**src/rtl/fproc_pkg.sv**
```systemverilog
// Shared types for the fproc dq forward-pass unit.
// Holds link sizing, FSM states and the pair tag.
package fproc_pkg;

  localparam int LINK_W    = 3;
  localparam int NUM_LINKS = 7;

  typedef enum logic [1:0] {
    ST_IDLE,
    ST_ISSUE,
    ST_DRAIN,
    ST_DONE
  } state_e;

  typedef struct packed {
    logic              valid;
    logic [LINK_W-1:0] link;
    logic [LINK_W-1:0] jidx;
  } pair_tag_t;

endpackage

```
**src/rtl/dqfp_tag_pipe.sv**
```systemverilog
// Two-stage {valid, link, jidx} tracker for stages 2 and 3.
// Also answers "is this pair in flight" for the hazard check.
module dqfp_tag_pipe
  import fproc_pkg::*;
(
  input  logic              clk,
  input  logic              reset,
  input  pair_tag_t         s1_tag_in,
  input  logic [LINK_W-1:0] q_link_in,
  input  logic [LINK_W-1:0] q_jidx_in,
  output pair_tag_t         s2_tag_out,
  output pair_tag_t         s3_tag_out,
  output logic              hit_out
);

  pair_tag_t s2_q, s2_d;
  pair_tag_t s3_q, s3_d;

  // shift the tags one stage per cycle
  always_comb begin
    s2_d = s1_tag_in;
    s3_d = s2_q;
  end

  // tag registers, cleared on reset
  always_ff @(posedge clk) begin
    if (reset) begin
      s2_q <= '0;
      s3_q <= '0;
    end else begin
      s2_q <= s2_d;
      s3_q <= s3_d;
    end
  end

  // hazard compare against both in-flight stages
  always_comb begin
    hit_out = 1'b0;
    if (s2_q.valid && s2_q.link == q_link_in
        && s2_q.jidx == q_jidx_in)
      hit_out = 1'b1;
    if (s3_q.valid && s3_q.link == q_link_in
        && s3_q.jidx == q_jidx_in)
      hit_out = 1'b1;
  end

  assign s2_tag_out = s2_q;
  assign s3_tag_out = s3_q;

endmodule

```
**src/rtl/dqfp_sched.sv**
```systemverilog
// Issue scheduler for the folded dq forward pass.
// DQFP_SCHED_STATS_EN adds issue/bubble counters.
module dqfp_sched
  import fproc_pkg::*;
(
  input  logic              clk,
  input  logic              reset,
  input  logic              start_in,
  input  logic [LINK_W-1:0] nlinks_in,
  input  logic              ready_in,
  output logic              s1_bool_out,
  output logic              s2_bool_out,
  output logic              s3_bool_out,
  output logic [LINK_W-1:0] link_out,
  output logic [LINK_W-1:0] jidx_out,
  output logic              mcross_out,
  output logic              wr_en_out,
  output logic [LINK_W-1:0] link_s3_out,
  output logic [LINK_W-1:0] jidx_s3_out,
  output logic              busy_out,
`ifdef DQFP_SCHED_STATS_EN
  output logic [15:0]       issue_cnt_out,
  output logic [15:0]       bubble_cnt_out,
`endif
  output logic              done_out
);

  localparam logic [LINK_W-1:0] NL_MAX = LINK_W'(NUM_LINKS);
  localparam logic [LINK_W-1:0] ONE    = LINK_W'(1);

  state_e            state_q, state_d;
  logic [LINK_W-1:0] i_q, i_d;
  logic [LINK_W-1:0] j_q, j_d;
  logic [LINK_W-1:0] nl_q, nl_d;
  logic [LINK_W-1:0] nl_clamp;
  logic              issue, bubble, hazard, hit;
  logic              accept;
  pair_tag_t         s1_tag, s2_tag, s3_tag;

  assign nl_clamp = (nlinks_in > NL_MAX) ? NL_MAX : nlinks_in;

  dqfp_tag_pipe u_pipe (
    .clk        (clk),
    .reset      (reset),
    .s1_tag_in  (s1_tag),
    .q_link_in  (i_q - ONE),
    .q_jidx_in  (j_q),
    .s2_tag_out (s2_tag),
    .s3_tag_out (s3_tag),
    .hit_out    (hit)
  );

  // next state, pair advance and stage-1 outputs
  always_comb begin
    state_d     = state_q;
    i_d         = i_q;
    j_d         = j_q;
    nl_d        = nl_q;
    issue       = 1'b0;
    bubble      = 1'b0;
    accept      = 1'b0;
    hazard      = (j_q < i_q) && hit;
    s1_tag      = '0;
    link_out    = '0;
    jidx_out    = '0;
    mcross_out  = 1'b0;
    busy_out    = 1'b0;
    done_out    = 1'b0;
    unique case (state_q)
      ST_IDLE: begin
        if (start_in) begin
          accept  = 1'b1;
          nl_d    = nl_clamp;
          i_d     = ONE;
          j_d     = ONE;
          state_d = (nl_clamp == '0) ? ST_DONE : ST_ISSUE;
        end
      end
      ST_ISSUE: begin
        busy_out = 1'b1;
        link_out = i_q;
        jidx_out = j_q;
        if (ready_in && !hazard) begin
          issue      = 1'b1;
          mcross_out = (j_q == i_q);
          if (j_q < i_q) begin
            j_d = j_q + ONE;
          end else begin
            i_d = i_q + ONE;
            j_d = ONE;
          end
          if (i_q == nl_q && j_q == i_q)
            state_d = ST_DRAIN;
        end else begin
          bubble = 1'b1;
        end
      end
      ST_DRAIN: begin
        busy_out = 1'b1;
        if (!s2_tag.valid)
          state_d = ST_DONE;
      end
      ST_DONE: begin
        done_out = 1'b1;
        state_d  = ST_IDLE;
      end
      default: state_d = ST_IDLE;
    endcase
    s1_tag.valid = issue;
    s1_tag.link  = issue ? i_q : '0;
    s1_tag.jidx  = issue ? j_q : '0;
  end

  assign s1_bool_out = issue;
  assign s2_bool_out = s2_tag.valid;
  assign s3_bool_out = s3_tag.valid;
  assign wr_en_out   = s3_tag.valid;
  assign link_s3_out = s3_tag.link;
  assign jidx_s3_out = s3_tag.jidx;

  // FSM and pair counter registers
  always_ff @(posedge clk) begin
    if (reset) begin
      state_q <= ST_IDLE;
      i_q     <= '0;
      j_q     <= '0;
      nl_q    <= '0;
    end else begin
      state_q <= state_d;
      i_q     <= i_d;
      j_q     <= j_d;
      nl_q    <= nl_d;
    end
  end

`ifdef DQFP_SCHED_STATS_EN
  logic [15:0] issue_cnt_q, issue_cnt_d;
  logic [15:0] bubble_cnt_q, bubble_cnt_d;

  // saturating counters, cleared by each accepted start
  always_comb begin
    issue_cnt_d  = issue_cnt_q;
    bubble_cnt_d = bubble_cnt_q;
    if (accept) begin
      issue_cnt_d  = '0;
      bubble_cnt_d = '0;
    end else begin
      if (issue && issue_cnt_q != '1)
        issue_cnt_d = issue_cnt_q + 16'd1;
      if (bubble && bubble_cnt_q != '1)
        bubble_cnt_d = bubble_cnt_q + 16'd1;
    end
  end

  // counter registers
  always_ff @(posedge clk) begin
    if (reset) begin
      issue_cnt_q  <= '0;
      bubble_cnt_q <= '0;
    end else begin
      issue_cnt_q  <= issue_cnt_d;
      bubble_cnt_q <= bubble_cnt_d;
    end
  end

  assign issue_cnt_out  = issue_cnt_q;
  assign bubble_cnt_out = bubble_cnt_q;
`endif

endmodule

```
**config.mk**
```make
export PLATFORM = sky130hd
export DESIGN_NAME = dqfp_sched
export DESIGN_NICKNAME = d
export VERILOG_FILES = /design/src/rtl/fproc_pkg.sv /design/src/rtl/dqfp_tag_pipe.sv /design/src/rtl/dqfp_sched.sv
export SDC_FILE = /design/constraint.sdc
export NUM_CORES = 1
export LEC_CHECK = 0
export CAP_MARGIN = 5
export CORE_MARGIN = 2
export CORE_UTILIZATION = 30
export CTS_BUF_LIST = sky130_fd_sc_hd__clkbuf_4 sky130_fd_sc_hd__clkbuf_8
export CTS_CLUSTER_DIAMETER = 40
export DETAILED_ROUTE_END_ITERATION = 7
export PLACE_DENSITY = 0.52
export SLEW_MARGIN = 20
export SYNTH_ARGS = -nofsm -noshare
export SYNTH_HDL_FRONTEND = slang
export SYNTH_SLANG_ARGS = --single-unit
```
**constraint.sdc**
```tcl
create_clock -name clk -period 4.6 [get_ports clk]
set_input_delay 1.38 -clock clk [delete_from_list [all_inputs] [get_ports clk]]
set_output_delay 1.38 -clock clk [all_outputs]
set_load 0.05 [all_outputs]
```
# Word-level counts from Yosys, hierarchy flattened
# Index checks and enable logic that the tools add are counted.
# word_totals
output_inout_bits	19
elab_cells	71
register_bits	25
input_bits	7
# classes
n_addsub	3
n_mux	24
n_bitwise	1
eq_ne	14
order_cmp	2
n_reduce_logical	17
# op_table
cell	n
2-to-1 mux 3 bit	8
== test 3 bit	6
case mux 3 bit (2 select lines)	2
2-to-1 mux 2 bit	5
inequality test 2 bit (second input constant)	5
2-to-1 mux 1 bit	8
case mux 2 bit (4 select lines)	1
AND reduction 4 bit	2
logical AND 1 bit	7
adder 3 x 1 -> 3 bit (second input constant)	2
== test 2 bit (second input constant)	2
OR reduction 2 bit	2
greater-than comparator 3 bit (second input constant)	1
zero test 3 bit	1
less-than comparator 3 bit	1
AND reduction 3 bit	1
subtractor 3 x 1 -> 3 bit (second input constant)	1
== test 2 x 1 -> 1 bit (second input constant)	1
zero test 2 bit	1
AND reduction 2 bit	1
nonzero test 2 bit	1
zero test 1 bit	1
inverter 1 bit	1

# Logic depth before layout (Yosys ltp)
# Gate-level depths: netlist of the first run.
# depth
word_depth	13
mapped_depth	8
mapped_depth_nobuf	7

# Cells and area by module
# A second synthesis of the first run with hierarchy kept.
# unflattened
cells_unflattened	154
area_unflattened_um2	1363.8
# modules_own_cells
module	cells_each	seq_area_each_um2	area_each_um2	instances
dqfp_sched	108	220.2	857.1	1
dqfp_tag_pipe	46	280.3	506.7	1

# Worst setup path after synthesis of the first run
# Ideal clock, no wire load.
# synth_timing
kind	register -> output
startpoint	reg i_q[2]
endpoint	out mcross_out
n_path_buf	0
slack_ns	0.596
path_stages_with_launch	8
required_time_ns	3.220
arrival_time_ns	2.624
cell_sequence	dfxtp_1 > inv_1 > ha_1 > and3b_1 > or2_1 > or4_4 > and3_1 > and2_1
# synth_via
elab_chain_len	11
elab_cells_between_ends	16
classes_between	add/sub: 1; order compare: 1; eq/ne: 3; mux: 4; reduce/logical: 7
# synth_rtl
item	line_no	text
start: declaration	dqfp_sched.sv:32	logic [LINK_W-1:0] i_q, i_d;
start signal: assignment	dqfp_sched.sv:130	i_q <= i_d;
subtractor 3 x 1 -> 3 bit	dqfp_sched.sv:46	.q_link_in (i_q - ONE),
== test 3 bit	dqfp_tag_pipe.sv:39	if (s2_q.valid && s2_q.link == q_link_in
logical AND 1 bit	dqfp_tag_pipe.sv:39	
logical AND 1 bit	dqfp_tag_pipe.sv:40	&& s2_q.jidx == q_jidx_in)
2-to-1 mux 1 bit	dqfp_tag_pipe.sv:39	
2-to-1 mux 1 bit	dqfp_tag_pipe.sv:42	if (s3_q.valid && s3_q.link == q_link_in
logical AND 1 bit	dqfp_sched.sv:62	hazard = (j_q < i_q) && hit;
zero test 1 bit	dqfp_sched.sv:83	if (ready_in && !hazard) begin
logical AND 1 bit	dqfp_sched.sv:83	
2-to-1 mux 1 bit *	dqfp_sched.sv:83	
2-to-1 mux 1 bit *	dqfp_sched.sv:69	unique case (state_q)
end: declaration	dqfp_sched.sv:16	output logic mcross_out,
# Mark *: on every way between the ends. The rest lies on a longest branch, timed or not.

# Final worst setup path of the first run
# Ends and elaborated chain as after synthesis.

==> results by group, run 1 <==
Global routing
  – Via count of the first global-routing pass: 1048
  – Pin count of the biggest net entering global routing: 22
  – Initial antenna violation count: 0
  – First-pass GRT wire length: 5.24 mm
  – Overall overflow remaining after global route: 0
  – Global routing usage summed across all routing layers: 12.5%

Floorplanning
  – I/O pin total: 26
  – Initial core utilization: 30.7%
  – Number of core rows: 25
  – Die footprint: 0.00538 mm2
  – Y dimension of the die: 73.3 um
  – Core area: 0.00469 mm2
  – Horizontal die dimension: 73.3 um

Drt
  – Sum of routed wire length over all layers: 3.18 mm
  – Post-detailed-route wirelength per cell: 13.9 um
  – Ratio of routed vias to standard cells: 4.93
  – Residual DRC count: 0
  – Number of nets still failing antenna checks after routing: 0
  – Overall via count from detail_route: 1128
  – Number of optimization iterations in the first detailed-route pass: 4
  – Initial DRC count: 41

Outcome
  – Outcome: completed

Clock network
  – Total of cells resized after clock tree synthesis: 0
  – Number of H-tree levels: 1
  – Reg clk slew, reported paths: 0.10 ns
  – Hold-fix buffers, CTS: 0
  – Clock Sinks: 25
  – Post-CTS Repair Setup Buffers: 0
  – Later-pin clock latency in the skew report: 0.28 ns
  – Cts bufs inserted: 3
  – Buffer cell driving the clock tree root: clkbuf_8
  – Clock Path Buffers: 2
  – CTS tree: done

Critical path
  – Critical path startpoint category: flop
  – Number of buffers and inverters on the critical path: 2
  – Required time worst endpoint: 3.22 ns
  – Maximum fanout along the worst path: 5
  – Crit-path slowest cell: or4_4
  – Cell chain of the critical path: inv_1 > ha_1 > and3b_1 > or2_1 > or4_4 > and3_1 > and2_1 > buf_12
  – Critical path capture point type: output port
  – CP max stage delay: 0.58 ns
  – Setup Crit Path Kind: flop to output port
  – Data arrival time of the worst path: 2.89 ns
  – Crit-path leading delay family: simple AND/OR/NAND/NOR gates

Cells and area
  – Final cell count without fillers: 229
  – Layout cell share with drive strength beyond 1: 8.00%
  – Layout net count: 194
  – Layout overhead on the synthesized area: 25.2%
  – Layout Utilization: 38.5%
  – Number of antenna cells inserted: 0

Power
  – Switching power: 376 uW
  – Comb power frac: 51.9%
  – Share of total power in the clock network: 15.9%
  – Power Density: 473 mW/mm2
  – Leakage component of the power: 0.683 nW
  – Peak ir drop on the vdd network: 139 uV
  – Switching portion of total power: 44.0%
  – Share of power burned in registers: 32.2%
  – Int Power: 479 uW

Placed design
  – # port buffers: 25
  – DPL Wire Length: 2.44 mm
  – Setup slack at placement: 0.481 ns
  – # placed instances: 225
  – Global placement routability congestion: 0.761

STA
  – Post-route clock skew: 0.00810 ns
  – Count of final max-slew check failures: 0
  – Fin crit share: 92.8%
  – Achievable frequency: 234 MHz
  – Worst path setup slack after routing: 0.330 ns
  – Measured slew at the worst slew-check pin: 0.664 ns
  – Final hold violation count: 0
  – Fin crit period: 4.27 ns
  – Final Setup Violations: 0
  – Max-slew headroom: 55.7%
  – Setup Total Neg Slack: 0 ns
  – RSZ-0062 raised after global routing: false

Synth
  – Most frequent cells after synthesis: dfxtp_1 (25), and2_1 (13), ha_1 (11), xnor2_1 (10), nand2_1 (9)
  – Fraction of post-synthesis cell area in the top cell type by area: 34.7%
  – Number of synthesized flops with an enable pin: 0
  – Average size of a mapped cell: 9.49 um2
  – Number of storage elements in the synthesis netlist: 25
  – Synthesized area: 0.00144 mm2
  – Syn_nets: 170
  – Share of the yosys chip area belonging to registers: 34.7%
  – Leading post-synthesis cells by cell area: dfxtp_1 (35%), ha_1 (9.5%), xnor2_1 (6.1%)
  – Instance count of the mapped netlist: 152
  – Count leader, synth: dfxtp_1
  – Count of distinct cell types in the synthesized netlist: 41
  – Synth Flop Type: dfxtp_1
  – Number of warnings printed during yosys synthesis: 0
  – Post-synthesis cell type with the largest combined area: dfxtp_1
  – Share of flip-flops with an asynchronous set or reset after synthesis: 0%

Worst hold path
  – Path category of the worst min-delay check: flop to flop

Job
  – MaxCap Viol Count: 0
area by class of cell:
cell class,count,area (um2)
inverters,6,22.5
multi-input cells,114,888
fillers,485,2890
clock inverters,1,7.51
well taps,54,67.6
clock buffers,3,41.3
flip-flops and latches,25,500
repair buffers,26,278
flip-flops by register name (all words and copies together) (netlist names):
signal and cells:
i_q 3, nl_q 3, j_q 3, u_pipe.s3_tag_out 7
state_q 2, u_pipe.s2_tag_out 7
kinds of logic (layout without fill, tap and decap cells):
family	after synthesis	count (layout)	share of synthesized area, %
DFF	25	25	34.7
muxes	3	3	2.17
AOI/OAI and AO/OA	24	24	14.0
buffers and inverters	13	36	3.73
adders and majority gates	11	11	9.54
and+or+nand+nor	60	60	25.2
xor gates and xnor gates	16	16	10.8
worst paths after layout:
kind / from / to / slack, ns / cells after the start
max: i_q[2] / mcross_out / 0.33 / 8
min: u_pipe.s2_tag_out[4] / u_pipe.s3_tag_out[4] / 0.48 / 1
max reg2reg: i_q[2] / state_q[1] / 1.89 / 7
min reg2reg: u_pipe.s2_tag_out[4] / u_pipe.s3_tag_out[4] / 0.48 / 1
per-layer routing:
layer / share of wire, % / vias up / wire length [um] / track usage (%)
met4: 1.2 / 0 / 38 / 3.64
met1: 51 / 532 / 1630 / 17.6
li1: - / 576 / - / -
met3: 2.2 / 4 / 71 / 1.37
met2: 45 / 16 / 1450 / 20.0
met5: 0 / - / 0 / 0
worst register-to-register path, stage by stage (launching register included):
cell and delay, ns:
dfxtp_1 0.49, inv_1 0.13, ha_1 0.34, and3b_1 0.21, or2_1 0.32, or4_4 0.58, a31oi_4 0.20, mux2_1 0.35
power by group through the flow:
stage / Sequential, mW / Clock, mW / Combinational [mW]
after CTS: 0.275 / 0.141 / 0.448
after floorplan: 0.273 / 0 / 0.335
after global routing: 0.280 / 0.147 / 0.485
after global placement: 0.280 / 0 / 0.444
final: 0.275 / 0.136 / 0.443
after detailed placement: 0.281 / 0 / 0.446
through the flow:
stage                     instance area [um2]  total power, mW  hold WS, ns
after floorplan                          1440            0.607        0.449
after CTS                                1810            0.864        0.483
after global routing                     1810            0.913        0.496
final                                    1810            0.854        0.481
after global placement                   1760            0.724        0.467
after detailed placement                 1760            0.727        0.470
cells in the final DEF (no fill, tap or decap), types with 2 or more instances in the layout:
master / synthesis / final
inv_1: 6 / 6
nand4_1: 4 / 4
clkbuf_8: 0 / 3
nand2_1: 9 / 9
o31ai_1: 2 / 2
dfxtp_1: 25 / 25
nor2b_1: 7 / 7
ha_1: 11 / 11
xnor2_2: 2 / 2
mux2i_1: 2 / 2
and2_1: 13 / 13
nor3b_1: 2 / 2
a21o_1: 2 / 2
nor2_1: 5 / 5
xor2_1: 4 / 4
o21ai_0: 3 / 3
a221oi_1: 3 / 3
xnor2_1: 10 / 10
nand3_1: 5 / 5
a21oi_1: 6 / 6
clkdlybuf4s50_1: 0 / 23
buf_12: 0 / 2
and3_1: 3 / 3
nand2b_1: 4 / 4
nand3b_1: 2 / 2
(Power assumes the default switching activity.)
==> run 2: changes to the inputs <==
- clock period: 4.6 -> 4.3 ns (I/O delays scaled with it)
==> results by group, run 2 (synthesis gave the netlist of run 1 again) <==
Outcome
  – Outcome: completed (unchanged)

Power
  – Power Density: 511 mW/mm2 (was 473 mW/mm2)
  – Leakage component of the power: 0.688 nW (was 0.683 nW)
  – Int Power: 517 uW (was 479 uW)
  – Peak ir drop on the vdd network: 133 uV (was 139 uV)
  – Comb power frac: 53.4% (was 51.9%)
  – Switching portion of total power: 44.2% (was 44.0%)
  – Switching power: 409 uW (was 376 uW)
  – Share of total power in the clock network: 15.9% (about the same)
  – Share of power burned in registers: 30.8% (was 32.2%)

Cells and area
  – Layout cell share with drive strength beyond 1: 9.09% (was 8.00%)
  – Most common cell after layout, fill and taps aside: dfxtp_1 (unchanged)
  – Number of antenna cells inserted: 0 (unchanged)
  – Layout overhead on the synthesized area: 25.8% (was 25.2%)
  – Most frequent cells in the layout: dfxtp_1 (24), clkdlybuf4s50_1 (23), and2_1 (13), ha_1 (11), xnor2_1 (10) (was dfxtp_1 (25), clkdlybuf4s50_1 (23), and2_1 (13), ha_1 (11), xnor2_1 (10))
  – Layout Utilization: 38.7% (was 38.5%)
  – Fillcell total: 487 (was 485)
  – Layout net count: 195 (was 194)

Critical path
  – Setup Crit Path Kind: flop to output port (unchanged)
  – Critical path capture point type: output port (unchanged)
  – Required time worst endpoint: 3.01 ns (was 3.22 ns)
  – Critical path startpoint category: flop (unchanged)
  – Maximum fanout along the worst path: 6 (was 5)
  – Data arrival time of the worst path: 2.79 ns (was 2.89 ns)

Floorplanning
  – Core area: 0.00469 mm2 (unchanged)
  – Y dimension of the die: 73.3 um (unchanged)
  – Initial core utilization: 30.7% (unchanged)
  – Number of core rows: 25 (unchanged)
  – Horizontal die dimension: 73.3 um (unchanged)
  – I/O pin total: 26 (unchanged)
  – Die footprint: 0.00538 mm2 (unchanged)

STA
  – Count of final max-slew check failures: 0 (unchanged)
  – Measured slew at the worst slew-check pin: 0.663 ns (was 0.664 ns)
  – Post-route clock skew: 0.00393 ns (was 0.00810 ns)
  – Max-slew headroom: 55.8% (was 55.7%)
  – Final Setup Violations: 0 (unchanged)
  – Final hold violation count: 0 (unchanged)
  – Setup Total Neg Slack: 0 ns (unchanged)
  – Fin crit share: 94.9%
  – Fin crit period: 4.08 ns
  – RSZ-0062 raised after global routing: false (unchanged)
  – Achievable frequency: 245 MHz

Worst hold path
  – Path category of the worst min-delay check: flop to flop (unchanged)

Placed design
  – DPL Wire Length: 2.53 mm (was 2.44 mm)
  – Global placement routability congestion: 0.771 (was 0.761)
  – # port buffers: 25 (unchanged)

Global routing
  – Pin count of the biggest net entering global routing: 22 (unchanged)
  – Overall overflow remaining after global route: 0 (unchanged)
  – Global routing usage summed across all routing layers: 12.8% (was 12.5%)
  – First-pass GRT wire length: 5.35 mm (was 5.24 mm)
  – Initial antenna violation count: 0 (unchanged)
  – Via count of the first global-routing pass: 1118 (was 1048)

Clock network
  – Clock Sinks: 25 (unchanged)
  – CTS tree: done (unchanged)
  – Buffer cell driving the clock tree root: clkbuf_8 (unchanged)
  – Reg clk slew, reported paths: 0.09 ns (was 0.10 ns)
  – Later-pin clock latency in the skew report: 0.28 ns (about the same)
  – Clock Path Buffers: 2 (unchanged)
  – Post-CTS Repair Setup Buffers: 0 (unchanged)
  – Number of H-tree levels: 1 (unchanged)
  – Cts bufs inserted: 3 (unchanged)

Drt
  – Number of nets still failing antenna checks after routing: 0 (unchanged)
  – Number of optimization iterations in the first detailed-route pass: 4 (unchanged)
  – Residual DRC count: 0 (unchanged)
  – Post-detailed-route wirelength per cell: 14.2 um (was 13.9 um)
  – Ratio of routed vias to standard cells: 4.91 (was 4.93)
  – Initial DRC count: 66 (was 41)
  – Overall via count from detail_route: 1129 (was 1128)
  – Sum of routed wire length over all layers: 3.27 mm (was 3.18 mm)

Job
  – MaxCap Viol Count: 0 (unchanged)
run 2: repair_timing:
action,CTS,global route
endpoints found under the setup margin,0,1
gates resized for setup,0,1
hold buffers,0,0
run 2: cell type report:
type / instances / area, um2 / share of cell area [%]
multi-input cells: 114 / 888 / 49.0
inverters: 6 / 22.5 / 1.24
clock inverters: 1 / 7.51 / 0.414
well taps: 54 / 67.6 / 3.72
repair buffers: 27 / 285 / 15.7
clock buffers: 3 / 41.3 / 2.28
flip-flops and latches: 25 / 502 / 27.7
run 2: final timing paths:
check	start	endpoint	slack [ns]	depth (start not counted)
setup / recovery	i_q[1]	mcross_out	0.22	8
hold / removal	u_pipe.s2_tag_out[2]	u_pipe.s3_tag_out[2]	0.48	1
setup reg to reg	i_q[1]	state_q[1]	1.71	7
hold reg to reg	u_pipe.s2_tag_out[2]	u_pipe.s3_tag_out[2]	0.48	1
run 2: routing by layer:
layer / GRT usage, % / wire, um / up-vias
li1: - / - / 581
met1: 17.2 / 1610 / 527
met2: 21.1 / 1540 / 15
met3: 1.23 / 67 / 6
met5: 0 / 0 / -
met4: 4.85 / 58 / 0
run 2: power by group through the flow:
stage               registers [mW]  clock network, mW  logic [mW]
floorplan                    0.292                  0       0.358
global placement             0.291                  0       0.489
detailed placement           0.292                  0       0.495
CTS                          0.286              0.155       0.498
global route                 0.291              0.159       0.535
finish                       0.285              0.147       0.494
run 2: worst max-delay path, stage by stage, from the launching register on:
cell and delay (ns):
dfxtp_1 0.45, inv_1 0.10, ha_1 0.31, and3b_1 0.19
or2_1 0.33, or4_4 0.58, and3_1 0.24, and2_1 0.17
buf_12 0.15
run 2: per-stage QoR:
stage	power [mW]	area, um2	worst slack (ns)	cells	hold slack (ns)
6_report	0.926	1810	0.217	230	0.484
2_1_floorplan	0.650	1440	0.386	152	0.449
4_1_cts	0.939	1810	0.0985	230	0.487
3_5_place_dp	0.787	1760	0.342	226	0.468
3_3_place_gp	0.780	1760	0.386	226	0.464
5_1_grt	0.985	1810	0.115	230	0.499
